**config.mk**
```make
export PLATFORM = sky130hd
export DESIGN_NAME = pack_telemetry_flat
export DESIGN_NICKNAME = d
export VERILOG_FILES = /design/src/rtl/pack_telemetry_pkg.sv /design/src/rtl/pack_telemetry_if.sv /design/src/rtl/pack_telemetry.sv /design/src/flat_wrapper.sv
export SDC_FILE = /design/constraint.sdc
export NUM_CORES = 1
export LEC_CHECK = 0
export ABC_CLOCK_PERIOD_IN_PS = 8500
export CORE_MARGIN = 2
export CORE_UTILIZATION = 55
export DETAILED_ROUTE_END_ITERATION = 16
export GPL_ROUTABILITY_DRIVEN = 0
export PLACE_DENSITY = 0.8
export SLEW_MARGIN = 20
export SYNTH_ARGS = -nofsm -noshare
export SYNTH_HDL_FRONTEND = slang
export SYNTH_SLANG_ARGS = --single-unit
export TNS_END_PERCENT = 20
```
**constraint.sdc**
```tcl
create_clock -name clk -period 8.5 [get_ports clk]
set_input_delay 2.125 -clock clk [delete_from_list [all_inputs] [get_ports clk]]
set_output_delay 2.125 -clock clk [all_outputs]
set_load 0.02 [all_outputs]
```
**src/rtl/pack_telemetry_pkg.sv**
```systemverilog
// Shared telemetry definitions: K comma, word size in bytes and the framer/unpacker state encoding.
package pack_telemetry_pkg;

  localparam logic [7:0]  K28_5       = 8'hBC;
  localparam int unsigned TELEM_BYTES = 11;
  localparam int unsigned TELEM_BITS  = TELEM_BYTES * 8;

  typedef enum logic {
    ST_IDLE = 1'b0,
    ST_DATA = 1'b1
  } telem_state_t;

endpackage

```
**src/rtl/pack_telemetry_if.sv**
```systemverilog
// Telemetry word input and encoder byte output of the transmit framer.
interface pack_telemetry_if;
  import pack_telemetry_pkg::*;

  logic [TELEM_BITS-1:0] data_in;
  logic                  valid_in;
  logic                  tx_en;
  logic [7:0]            data_out;
  logic                  k_out;
  logic                  valid_out;
  logic                  busy;
  logic                  overflow;
  logic [15:0]           drop_cnt;

  modport master (
    output data_in, valid_in, tx_en,
    input  data_out, k_out, valid_out, busy, overflow, drop_cnt
  );

  modport slave (
    input  data_in, valid_in, tx_en,
    output data_out, k_out, valid_out, busy, overflow, drop_cnt
  );

endinterface

```
**src/rtl/pack_telemetry.sv**
```systemverilog
// Transmit-side framer: one K comma then 11 data bytes LSB first per word, K filler between frames,
// paced by the encoder byte strobe, with a one-entry pending buffer and a saturating drop counter.
module pack_telemetry
  import pack_telemetry_pkg::*;
#(
  parameter int unsigned g_data_width = TELEM_BYTES,
  parameter logic [7:0]  g_k_char     = K28_5
) (
  input logic             clk,
  input logic             rst,
  pack_telemetry_if.slave bus
);

  if (g_data_width != TELEM_BYTES) begin : g_bad_width
    $fatal(1, "pack_telemetry: g_data_width must be 11");
  end

  localparam logic [3:0] LAST_IDX = 4'(TELEM_BYTES - 1);

  telem_state_t          r_state;
  logic [TELEM_BITS-1:0] r_pend;
  logic                  r_pend_full;
  logic [TELEM_BITS-1:0] r_shift;
  logic [3:0]            r_idx;
  logic [7:0]            r_data_out;
  logic                  r_k_out;
  logic                  r_valid_out;
  logic                  r_overflow;
  logic [15:0]           r_drop_cnt;
  logic                  w_consume;

  // Pending word is taken only by the frame-start K slot in IDLE.
  assign w_consume = bus.tx_en && (r_state == ST_IDLE) && r_pend_full;

  always_ff @(posedge clk or posedge rst) begin
    if (rst) begin
      r_pend      <= '0;
      r_pend_full <= 1'b0;
      r_overflow  <= 1'b0;
      r_drop_cnt  <= '0;
    end else begin
      r_overflow <= 1'b0;
      if (bus.valid_in && (!r_pend_full || w_consume)) begin
        r_pend      <= bus.data_in;
        r_pend_full <= 1'b1;
      end else begin
        if (w_consume) begin
          r_pend_full <= 1'b0;
        end
        if (bus.valid_in) begin
          r_overflow <= 1'b1;
          if (r_drop_cnt != '1) begin
            r_drop_cnt <= r_drop_cnt + 16'd1;
          end
        end
      end
    end
  end

  always_ff @(posedge clk or posedge rst) begin
    if (rst) begin
      r_state     <= ST_IDLE;
      r_shift     <= '0;
      r_idx       <= '0;
      r_data_out  <= '0;
      r_k_out     <= 1'b0;
      r_valid_out <= 1'b0;
    end else begin
      r_valid_out <= bus.tx_en;
      if (bus.tx_en) begin
        case (r_state)
          ST_IDLE: begin
            r_data_out <= g_k_char;
            r_k_out    <= 1'b1;
            if (r_pend_full) begin
              r_shift <= r_pend;
              r_idx   <= '0;
              r_state <= ST_DATA;
            end
          end
          ST_DATA: begin
            r_data_out <= r_shift[7:0];
            r_k_out    <= 1'b0;
            r_shift    <= r_shift >> 8;
            r_idx      <= r_idx + 4'd1;
            if (r_idx == LAST_IDX) begin
              r_state <= ST_IDLE;
            end
          end
          default: r_state <= ST_IDLE;
        endcase
      end
    end
  end

  assign bus.data_out  = r_data_out;
  assign bus.k_out     = r_k_out;
  assign bus.valid_out = r_valid_out;
  assign bus.overflow  = r_overflow;
  assign bus.drop_cnt  = r_drop_cnt;
  assign bus.busy      = (r_state == ST_DATA) || r_pend_full;

endmodule

```
**src/flat_wrapper.sv**
```systemverilog
// flat-port wrapper written by rule: the top's interface ports become plain ports
module pack_telemetry_flat import pack_telemetry_pkg::*;
#(
  parameter int unsigned g_data_width = TELEM_BYTES,
  parameter logic [7:0]  g_k_char     = K28_5
)
  (clk, rst, bus_data_in, bus_valid_in, bus_tx_en, bus_data_out, bus_k_out, bus_valid_out, bus_busy, bus_overflow, bus_drop_cnt);
  pack_telemetry_if bus_i ();
  input logic clk;
  input logic rst;
  input wire logic [$bits(bus_i.data_in)-1:0] bus_data_in;
  input wire logic [$bits(bus_i.valid_in)-1:0] bus_valid_in;
  input wire logic [$bits(bus_i.tx_en)-1:0] bus_tx_en;
  output wire logic [$bits(bus_i.data_out)-1:0] bus_data_out;
  output wire logic [$bits(bus_i.k_out)-1:0] bus_k_out;
  output wire logic [$bits(bus_i.valid_out)-1:0] bus_valid_out;
  output wire logic [$bits(bus_i.busy)-1:0] bus_busy;
  output wire logic [$bits(bus_i.overflow)-1:0] bus_overflow;
  output wire logic [$bits(bus_i.drop_cnt)-1:0] bus_drop_cnt;
  assign bus_i.data_in = bus_data_in;
  assign bus_i.valid_in = bus_valid_in;
  assign bus_i.tx_en = bus_tx_en;
  assign bus_data_out = bus_i.data_out;
  assign bus_k_out = bus_i.k_out;
  assign bus_valid_out = bus_i.valid_out;
  assign bus_busy = bus_i.busy;
  assign bus_overflow = bus_i.overflow;
  assign bus_drop_cnt = bus_i.drop_cnt;
  pack_telemetry #(.g_data_width(g_data_width), .g_k_char(g_k_char)) u_core (.clk(clk), .rst(rst), .bus(bus_i));
endmodule
```
# Word level (Yosys, flattened, before mapping)
# Index checks and enable logic that the tools add are counted.
[totals] regBits=209 input_bits=92 wordCells=39 out_inout_bits=28
[classes] mux=13 reduce_logical=9 n_bitwise=2 addsub=2 n_eq_ne=3
[op_table] cell="$pmux 88 s2" count=1
[op_table] cell="$mux 88" count=1
[op_table] cell="$add 16x1->16 const B" count=1
[op_table] cell="$ne 16x16->1 const B" count=1
[op_table] cell="$pmux 8 s2" count=1
[op_table] cell="$pmux 4 s2" count=1
[op_table] cell="$mux 1" count=6
[op_table] cell="$add 4x1->4 const B" count=1
[op_table] cell="$eq 4x4->1 const B" count=1
[op_table] cell="$mux 4" count=1
[op_table] cell="$pmux 1 s2" count=2
[op_table] cell="$logic_and 1x1->1" count=3
[op_table] cell="$reduce_and 3->1" count=1
[op_table] cell="$logic_or 1x1->1" count=2
[op_table] cell="$ne 2x1->1 const B" count=1
[op_table] cell="$not 1->1" count=2
[op_table] cell="$reduce_and 2->1" count=1
[op_table] cell="$reduce_bool 2->1" count=1
[op_table] cell="$logic_not 1->1" count=1

# Longest topological paths before layout
# Gate-level depths: netlist (run 1).
[logic_depth] depth_word=7 depth_mapped=7 depth_no_buf=5

# Worst setup path after synthesis (run 1)
# No wires, ideal clock.
[synth_timing] path_type="input to register" start="input port bus_tx_en" end="register u_core.r_pend[61]" required_time_ps=8375 arrival_time_ps=3117 setup_ps=125 path_buffers=3 setup_slack_ps=5257 path_stages=7 cell_sequence="nand2b_2 -> nand2_1 -> and2_1 -> buf_2 -> buf_6 -> buf_6 -> mux2_4"
[synth_via] elab_chain_len=4
[synth_rtl] element="from (decl)" line="flat_wrapper.sv:13" source="input wire logic [$bits(bus_i.tx_en)-1:0] bus_tx_en;"
[synth_rtl] element="$logic_and 1x1->1 (2 in series)" line="pack_telemetry.sv:33" source="assign w_consume = bus.tx_en && (r_state == ST_IDLE) && r_pend_full;"
[synth_rtl] element="$logic_or 1x1->1" line="pack_telemetry.sv:43" source="if (bus.valid_in && (!r_pend_full || w_consume)) begin"
[synth_rtl] element="$logic_and 1x1->1" line="pack_telemetry.sv:43"
[synth_rtl] element="to (signal assigned)" line="pack_telemetry.sv:44" source="r_pend <= bus.data_in;"
[synth_rtl] element="to (decl)" line="pack_telemetry.sv:21" source="logic [TELEM_BITS-1:0] r_pend;"
# No other way between the ends.
# A chain may end at the register's enable or synchronous reset.

# Final worst setup path (run 1)
[layout_timing] start="input port bus_tx_en" end="register u_core.r_pend[58]"
# Same word-level chain as after synthesis.

==> results of run 1 <==
-- area by class of cell --
class / count / share of cell area (%)
Clock buffer: 35 / 6.51
Clock inverter: 5 / 0.256
Inverter: 14 / 0.558
Multi-Input combinational cell: 429 / 30.2
Sequential cell: 209 / 48.6
Tap cell: 216 / 2.51
Timing Repair Buffer: 123 / 11.4
-- worst max path at each step --
stage	startpoint	endpoint	depth (start not counted)
after floorplan	rst	u_core.bus.data_out[0]	1
after global placement	bus_tx_en	u_core.r_pend[47]	6
after detailed placement	bus_tx_en	u_core.r_pend[56]	6
after CTS	bus_tx_en	u_core.r_pend[86]	6
after global routing	bus_tx_en	u_core.r_pend[86]	6
final	bus_tx_en	u_core.r_pend[58]	6
-- power by group --
part	total [W]	switching (W)	internal, W
registers	0.00175	0.000304	0.00144
logic	0.00101	0.000429	0.000578
clock network	0.000938	0.000374	0.000564
total	0.00369	0.00111	0.00259
-- registers in the layout, summed over array words and instances, names as in the netlist --
name and count:
u_core.bus.data_out 8, u_core.bus.drop_cnt 16, u_core.bus.k_out 1, u_core.bus.overflow 1
u_core.bus.valid_out 1, u_core.r_idx 4, u_core.r_pend 88, u_core.r_pend_full 1
u_core.r_shift 88, u_core.r_state 1
-- kinds of logic after synthesis --
logic type                 after synthesis
muxes                                  170
buffers and inverters                   56
and+or+nand+nor                        139
xor gates and xnor gates                16
DFF                                    209
AOI/OAI and AO/OA                      101
adders and majority gates                3
-- metal layers --
layer | track usage (%) | vias to the layer above | part of all wire (%)
met1 | 28.1 | 2748 | 44
met5 | 0 | - | 0
li1 | - | 2635 | -
met2 | 35.2 | 117 | 50
met4 | 6.07 | 0 | 2.1
met3 | 3.03 | 30 | 3.9
-- critical path: cells and delay by family --
kind	cells	cell delay, ns
buf+inv	2	1.61
simple gates	3	0.86
mux	1	0.41
-- metrics by stage --
stage / area, sq um / power [W] / std cells / setup slack (ns)
6_report: 10800 / 0.00369 / 1031 / 3.80
5_1_grt: 10800 / 0.00391 / 1031 / 3.63
4_1_cts: 10800 / 0.00372 / 1031 / 3.81
3_5_place_dp: 10000 / 0.00277 / 991 / 3.34
3_3_place_gp: 10000 / 0.00270 / 991 / 3.44
2_1_floorplan: 8720 / 0.00244 / 694 / 0.666
-- cells in the final DEF, fill, tap and decap left out, drive strengths merged, types with 10 or more instances in the layout --
cell type        n
dfrtp          209
clkdlybuf4s50  119
nor2            91
mux2            90
mux2i           80
a21oi           80
clkbuf          35
xor2            14
inv             14
nand2           10
==> flow_metrics.py, run 1 <==
metrics = {
    "routing": {
        "drc": 0,
        "num_vias": 5530,
        "ant_nets": 0,
        "route.detailed.wl_per_inst_um": 16.7,
        "detail_route.iter0.violations": 284,
        "routed_wl_um": 17200,
        "first_pass_iters": 7,
        "viasPerCell": 5.36,
    },
    "timing": {
        "tightest_slew_ns": 0.959,
        "fmax_mhz": 213,
        "skew_ns": 0.0120,
        "hold_viol": 0,
        "timing.final.crit_period_ns": 4.70,
        "rsz0062_at_grt": "false",
        "period_share_pct": 55.3,
        "hold_ws_ns": 0.493,
        "setup_violations": 0,
        "maxSlewHeadroom_pct": 35.5,
        "tns_ns": 0,
        "slew_viol_final": 0,
    },
    "clocking": {
        "ctsHoldBuffers": 0,
        "cts_buffers": 22,
        "root_buffer": "clkbuf_16",
        "cts.repair.resized": 0,
        "cts_max_level": 1,
        "clk_pin_slew_ns": 0.06,
        "cts.sinks": 209,
        "clock_path_buffers": 3,
        "cts_tree": "done",
        "clk_latency_ns": 0.49,
        "cts_setup_buffers": 0,
    },
    "synthesis": {
        "netlist_area_sq_um": 8720,
        "synth.largest_area_cell": "dfrtp_1",
        "synth_cells": 694,
        "synth-edff-count": 0,
        "ys_seq_area_share_pct": 60.0,
        "synth_nets": 789,
        "synthArstFlopShare_pct": 100,
        "synth_compound_area_share_pct": 6.27,
        "yosys.area_share.simple_pct": 7.14,
        "post-synth-top-area-fraction_pct": 60.0,
        "ys.flop_type": "dfrtp_1",
        "ys_warn_count": 0,
        "synth.distinct_cells": 33,
        "synth_xor_xnor_area_share_pct": 1.61,
        "synth_area_leaders": "dfrtp_1 60%, mux2i_1 9.2%, mux2_2 9.0%",
        "synth_top_family_by_area": "multiplexers",
        "synth.avg_cell_area_sq_um": 12.6,
        "synth_mux_area_share_pct": 21.7,
        "synth.top_cells.by_count": "209 x dfrtp_1, 91 x nor2_1, 80 x a21oi_1, 80 x mux2i_1, 70 x mux2_2",
        "yosysMostFrequentCell": "dfrtp_1",
        "yosys_register_bits": 209,
        "synth_adder_area_share_pct": 0.430,
    },
    "global_route": {
        "grt.overflow.total": 0,
        "grt_pass1_vias": 5687,
        "antenna_found_initial": 0,
        "grt_pass1_wl_um": 27900,
        "grt_use_total_pct": 20.7,
        "grt_max_degree": 124,
    },
    "die": {
        "core_area_sq_um": 15700,
        "io_pins": 120,
        "fp.dieArea_sq_um": 16900,
        "die_x_um": 130,
        "dieHeight_um": 130,
        "fp-row-count": 46,
        "initial_core_util_pct": 55.5,
    },
    "cells_and_area": {
        "num_antenna_cells": 0,
        "fin_nets": 894,
        "multi_input_area_sq_um": 3250,
        "postLayoutCoreUtil_pct": 68.5,
        "seq_area_sq_um": 5230,
        "nFillCells": 1120,
        "drive_gt1_share_pct": 16.9,
        "syn2layout_area_growth_pct": 23.4,
    },
    "critical_path": {
        "required_ns": 8.87,
        "timing.rr.start": "u_core.r_state",
        "worstPathCellList": "clkdlybuf4s50_1, nand2b_2, nand2_1, and2_4, buf_4, mux2_2",
        "critical_path.slowest_cell": "clkdlybuf4s50_1",
        "r2r_end": "u_core.r_pend[58]",
        "start_kind": "input pin",
        "r2r_cells": 5,
        "path_max_fanout": 46,
        "r2r_slack_ns": 5.52,
        "max_stage_delay_ns": 0.95,
        "worstPathArrival_ns": 5.07,
        "critPathCaptureType": "flop",
        "criticalPathCategory": "in2reg",
    },
    "pwr": {
        "p_leak_nw": 4.97,
        "pwr_density_cell_nw_per_um2": 343,
        "irDropWorstVdd_mv": 0.171,
    },
    "flow_run": {
        "max_cap_violations": 0,
    },
    "worst_hold_path": {
        "hp-start": "u_core.r_pend[81]",
        "hold_depth": 1,
        "hold_end": "u_core.r_shift[81]",
        "hp-class": "reg2reg",
    },
    "place": {
        "port_buffers": 119,
        "dp_hpwl_um": 11200,
    },
    "run_status": {
        "status": "complete, no violations",
    },
}
Note: power is estimated with default switching activity, not from simulation.
==> run 2, diff against run 1 <==
--- a/config.mk
+++ b/config.mk
@@ -5,12 +5,12 @@
 export SDC_FILE = /design/constraint.sdc
 export NUM_CORES = 1
 export LEC_CHECK = 0
-export ABC_CLOCK_PERIOD_IN_PS = 8500
+export ABC_CLOCK_PERIOD_IN_PS = 3800
 export CORE_MARGIN = 2
-export CORE_UTILIZATION = 55
+export CORE_UTILIZATION = 49
 export DETAILED_ROUTE_END_ITERATION = 16
 export GPL_ROUTABILITY_DRIVEN = 0
-export PLACE_DENSITY = 0.8
+export PLACE_DENSITY = 0.75
 export SLEW_MARGIN = 20
 export SYNTH_ARGS = -nofsm -noshare
 export SYNTH_HDL_FRONTEND = slang
==> constraint.sdc (replaced) <==
create_clock -name clk -period 3.8 [get_ports clk]
set_input_delay 0.95 -clock clk [delete_from_list [all_inputs] [get_ports clk]]
set_output_delay 0.95 -clock clk [all_outputs]
set_load 0.02 [all_outputs]
==> run 2 against run 1 <==
  * Sequential power is 120% higher
  * Global-route usage shrank 1.3 points
  * Sequential cell count is the same
  * Register-to-register slack worse by 4.1 ns
  * Via count increased by 1.1%
  * Combinational power is 130% higher
  * Critical endpoint is now bus_busy
  * Sequential share of layout area is 0.40 points lower
  * Non-clock buffer count up 9
  * Highest routed layer unchanged
  * Largest power group unchanged
  * Clock power rose by 110%
==> flow_metrics.py, run 2 (synthesis results as in run 1) <==
metrics = {
    "run_status": {
        "status": "complete, no violations",
    },
    "cells_and_area": {
        "fin_nets": 903,
        "final_cell_mix": "208 x dfrtp_1, 119 x clkdlybuf4s50_1, 91 x nor2_1",
        "postLayoutCoreUtil_pct": 62.5,
        "num_antenna_cells": 0,
        "drive_gt1_share_pct": 17.6,
        "instances_no_fill": 1045,
        "syn2layout_area_growth_pct": 24.4,
        "layout_commonest_cell": "dfrtp_1",
    },
    "timing": {
        "hold_viol": 0,
        "tightest_slew_ns": 0.969,
        "timing.final.crit_period_ns": 2.79,
        "tns_ns": 0,
        "setup_violations": 0,
        "fmax_mhz": 359,
        "period_share_pct": 73.4,
        "rsz0062_at_grt": "false",
        "maxSlewHeadroom_pct": 34.8,
        "skew_ns": 0.00954,
        "slew_viol_final": 0,
    },
    "die": {
        "fp.dieArea_sq_um": 18900,
        "initial_core_util_pct": 50.3,
        "core_area_sq_um": 17400,
        "fp-row-count": 48,
        "die_x_um": 137,
        "dieHeight_um": 137,
        "io_pins": 120,
    },
    "global_route": {
        "grt_use_total_pct": 19.4,
        "grt_pass1_vias": 5779,
        "antenna_found_initial": 0,
        "grt_max_degree": 60,
        "grt_pass1_wl_um": 29100,
        "grt.overflow.total": 0,
    },
    "critical_path": {
        "path_max_fanout": 3,
        "crit_path_start": "u_core.r_state",
        "critPathCaptureType": "output port",
        "required_ns": 2.85,
        "timing.rr.start": "u_core.r_state",
        "worstPathArrival_ns": 1.84,
        "start_kind": "flop",
        "criticalPathCategory": "reg2out",
    },
    "routing": {
        "first_pass_iters": 4,
        "detail_route.iter0.violations": 264,
        "ant_nets": 0,
        "viasPerCell": 5.35,
        "route.detailed.wl_per_inst_um": 17.1,
        "drc": 0,
        "routed_wl_um": 17900,
        "num_vias": 5589,
    },
    "place": {
        "port_buffers": 119,
        "dp_hpwl_um": 11900,
        "place_inst": 1009,
    },
    "clocking": {
        "cts_buffers": 22,
        "clk_pin_slew_ns": 0.06,
        "cts.sinks": 209,
        "clk_latency_ns": 0.49,
        "cts_max_level": 1,
        "cts_tree": "done",
        "cts_setup_buffers": 0,
        "ctsHoldBuffers": 0,
        "cts.repair.resized": 0,
        "root_buffer": "clkbuf_16",
        "clock_path_buffers": 3,
    },
    "pwr": {
        "p_leak_nw": 5.00,
        "irDropWorstVdd_mv": 0.379,
        "pwr_density_cell_nw_per_um2": 754,
    },
    "worst_hold_path": {
        "hp-start": "u_core.r_pend[86]",
        "hp-class": "reg2reg",
    },
    "flow_run": {
        "max_cap_violations": 0,
    },
}
-- run 2: final cells by class --
type | count | area, sq um
clock buffer | 29 | 628
multi-input combinational | 429 | 3250
tap | 225 | 282
clock inverter | 7 | 43.8
inverter | 14 | 56.3
sequential | 209 | 5230
timing repair buffer | 132 | 1360
fill | 1328 | 6500
-- run 2: worst paths after layout --
path,depth (start not counted),end,slack [ns]
hold reg to reg,1,u_core.r_shift[86],0.49
hold / removal,1,u_core.r_shift[86],0.49
setup / recovery,2,bus_busy,1.01
setup reg to reg,4,u_core.r_shift[77],1.41
min in group asynchronous,2,u_core.r_pend[19],0.89
max in group asynchronous,3,u_core.r_pend[42],2.18
-- run 2: power by group --
part           switching, W  internal, W
Combinational       0.00102      0.00132
Sequential         0.000628      0.00323
Clock              0.000834      0.00116
Total               0.00249      0.00570
-- run 2: through the flow --
step	instance area, sq um	setup WS [ns]	hold slack [ns]	power [W]
6_report	10900	1.01	0.492	0.00819
5_1_grt	10900	0.965	0.497	0.00867
4_1_cts	10900	0.971	0.490	0.00828
3_5_place_dp	10200	0.715	0.476	0.00624
3_3_place_gp	10200	0.774	0.476	0.00609
2_1_floorplan	8730	0.136	0.462	0.00547
-- run 2: worst max-delay path, stage by stage (launching register included) --
cell and delay (ns):
dfrtp_4 0.47, or2_2 0.31, clkdlybuf4s50_1 0.56
-- run 2: per-layer routing --
layer | share of wire (%) | GRT usage, % | vias up
li1 | - | - | 2637
met1 | 46 | 26.7 | 2792
met2 | 49 | 32.7 | 129
met3 | 3.4 | 2.83 | 31
met4 | 2.0 | 4.70 | 0
met5 | 0 | 0 | -
==> run 3, diff against run 2 <==
--- a/config.mk
+++ b/config.mk
@@ -5,12 +5,12 @@
 export SDC_FILE = /design/constraint.sdc
 export NUM_CORES = 1
 export LEC_CHECK = 0
-export ABC_CLOCK_PERIOD_IN_PS = 3800
+export ABC_CLOCK_PERIOD_IN_PS = 2730
 export CORE_MARGIN = 2
-export CORE_UTILIZATION = 49
+export CORE_UTILIZATION = 55
 export DETAILED_ROUTE_END_ITERATION = 16
 export GPL_ROUTABILITY_DRIVEN = 0
-export PLACE_DENSITY = 0.75
+export PLACE_DENSITY = 0.8
 export SLEW_MARGIN = 20
 export SYNTH_ARGS = -nofsm -noshare
 export SYNTH_HDL_FRONTEND = slang
==> constraint.sdc (replaced) <==
create_clock -name clk -period 2.73 [get_ports clk]
set_input_delay 0.6825 -clock clk [delete_from_list [all_inputs] [get_ports clk]]
set_output_delay 0.6825 -clock clk [all_outputs]
set_load 0.02 [all_outputs]
==> run 3 against run 2 <==
  * Critical path depth unchanged
  * Sequential share of layout area decreased by 0.055 points
  * Clock-buffer cell count increased by 2
  * Clock skew decreased by 0.0028 ns
  * Register-to-register slack got worse by 0.51 ns
  * Global-route usage increased by 1.7 points
  * Clock power increased by 34%
  * Design area increased by 0.12%
  * Sequential cell count unchanged
  * Total power increased by 38%
  * Hold slack improved by 0.014 ns
  * Critical endpoint unchanged
==> flow_metrics.py, run 3 (synthesis results as in run 1) <==
metrics = {
    "run_status": {
        "status": "complete, no violations",
    },
    "critical_path": {
        "worstPathCellList": "or2_2, clkdlybuf4s50_1",
        "start_kind": "flop",
        "path_max_fanout": 3,
        "criticalPathCategory": "reg2out",
        "crit_family": "buffers and inverters",
        "critical_path.slowest_cell": "clkdlybuf4s50_1",
        "max_stage_delay_ns": 0.54,
        "worstPathArrival_ns": 1.84,
        "path_buf_inv": 1,
        "critPathCaptureType": "output port",
        "required_ns": 2.05,
    },
    "global_route": {
        "grt_use_total_pct": 21.2,
        "grt_max_degree": 92,
        "grt_pass1_wl_um": 28700,
        "grt.overflow.total": 0,
        "grt_pass1_vias": 5846,
        "antenna_found_initial": 0,
    },
    "cells_and_area": {
        "syn2layout_area_growth_pct": 24.6,
        "fin_nets": 903,
        "drive_gt1_share_pct": 17.3,
        "layout_commonest_cell": "dfrtp_1",
        "num_antenna_cells": 0,
        "final_cell_mix": "208 x dfrtp_1, 119 x clkdlybuf4s50_1, 91 x nor2_1",
        "nFillCells": 1095,
    },
    "routing": {
        "viasPerCell": 5.39,
        "ant_nets": 0,
        "num_vias": 5577,
        "detail_route.iter0.violations": 318,
        "drc": 0,
        "route.detailed.wl_per_inst_um": 16.7,
        "routed_wl_um": 17300,
        "first_pass_iters": 4,
    },
    "timing": {
        "maxSlewHeadroom_pct": 56.9,
        "slew_viol_final": 0,
        "period_share_pct": 92.4,
        "tns_ns": 0,
        "skew_ns": 0.00678,
        "timing.final.crit_period_ns": 2.52,
        "setup_violations": 0,
        "fmax_mhz": 396,
        "hold_viol": 0,
        "tightest_slew_ns": 0.646,
        "rsz0062_at_grt": "false",
        "hold_ws_ns": 0.506,
    },
    "clocking": {
        "clock_path_buffers": 3,
        "cts_setup_buffers": 0,
        "cts_buffers": 21,
        "cts.repair.resized": 0,
        "root_buffer": "clkbuf_16",
        "cts_max_level": 1,
        "cts_tree": "done",
        "ctsHoldBuffers": 0,
        "clk_pin_slew_ns": 0.06,
        "clk_latency_ns": 0.48,
        "cts.sinks": 209,
    },
    "die": {
        "fp.dieArea_sq_um": 16900,
        "initial_core_util_pct": 55.5,
        "die_x_um": 130,
        "dieHeight_um": 130,
        "core_area_sq_um": 15700,
        "io_pins": 120,
        "fp-row-count": 46,
    },
    "place": {
        "port_buffers": 119,
        "dp_hpwl_um": 11600,
    },
    "flow_run": {
        "max_cap_violations": 0,
    },
    "pwr": {
        "pwr_density_cell_nw_per_um2": 1040,
        "p_leak_nw": 5.02,
        "irDropWorstVdd_mv": 0.556,
    },
    "worst_hold_path": {
        "hp-class": "reg2reg",
    },
}
-- run 3: cell types whose count changed in the layout (fill, tap and decap cells not counted), moves of 2 or more --
| cell | before | now |
|---|---|---|
| buf_4 | 7 | 4 |
| clkinvlp_4 | 3 | 1 |
| clkbuf_8 | 3 | 6 |
| clkbuf_16 | 23 | 21 |
| buf_12 | 6 | 10 |
-- run 3: power by group --
group | internal [W] | total (W) | switching (W)
combinational | 0.00185 | 0.00329 | 0.00143
sequential | 0.00450 | 0.00537 | 0.000875
clock | 0.00156 | 0.00267 | 0.00110
total | 0.00791 | 0.0113 | 0.00341
-- run 3: worst register-to-register path, cell delays in order, from the launching register on --
cell and delay [ns]:
dfrtp_4 0.50, nand2b_2 0.23, nand2_1 0.10, and2_4 0.18, buf_12 0.28, mux2_2 0.43
-- run 3: layer usage --
metal	vias up	wire length [um]	GRT usage (%)	part of all wire, %
li1	2645	-	-	-
met5	-	0	0	0
met4	0	320	5.31	1.9
met3	24	650	3.12	3.8
met2	119	8940	36.4	52
met1	2789	7370	28.7	43
-- run 3: final timing paths --
check / end / slack [ns] / start / depth (start not counted)
worst min register to register: u_core.r_pend[36] / 0.51 / u_core.r_pend[36] / 1
max in group asynchronous: u_core.r_state / 1.57 / rst / 3
worst min-delay path: u_core.r_pend[36] / 0.51 / u_core.r_pend[36] / 1
min in group asynchronous: u_core.r_shift[25] / 0.74 / rst / 3
worst max-delay path: bus_busy / 0.21 / u_core.r_state / 2
worst max register to register: u_core.r_pend[48] / 0.90 / u_core.r_state / 5
-- run 3: final cells by class --
| cell class | count | area, sq um | area share [%] |
|---|---|---|---|
| flip-flops and latches | 209 | 5230 | 48.2 |
| multi-input cells | 429 | 3250 | 29.9 |
| repair buffers | 133 | 1420 | 13.1 |
| clock buffers | 31 | 623 | 5.73 |
| well taps | 216 | 270 | 2.49 |
| inverters | 14 | 56.3 | 0.518 |
| clock inverters | 3 | 15.0 | 0.138 |
-- run 3: metrics by stage --
stage	setup WS (ns)	instance area [sq um]	utilization (%)	cells	total power [W]
floorplan	-0.667	8730	-	694	0.00761
global placement	0.363	10200	65.1	1001	0.00849
detailed placement	0.338	10200	65.1	1001	0.00873
CTS	0.185	10900	69.2	1035	0.0114
global route	0.165	10900	69.2	1035	0.0120
finish	0.208	10900	69.2	1035	0.0113
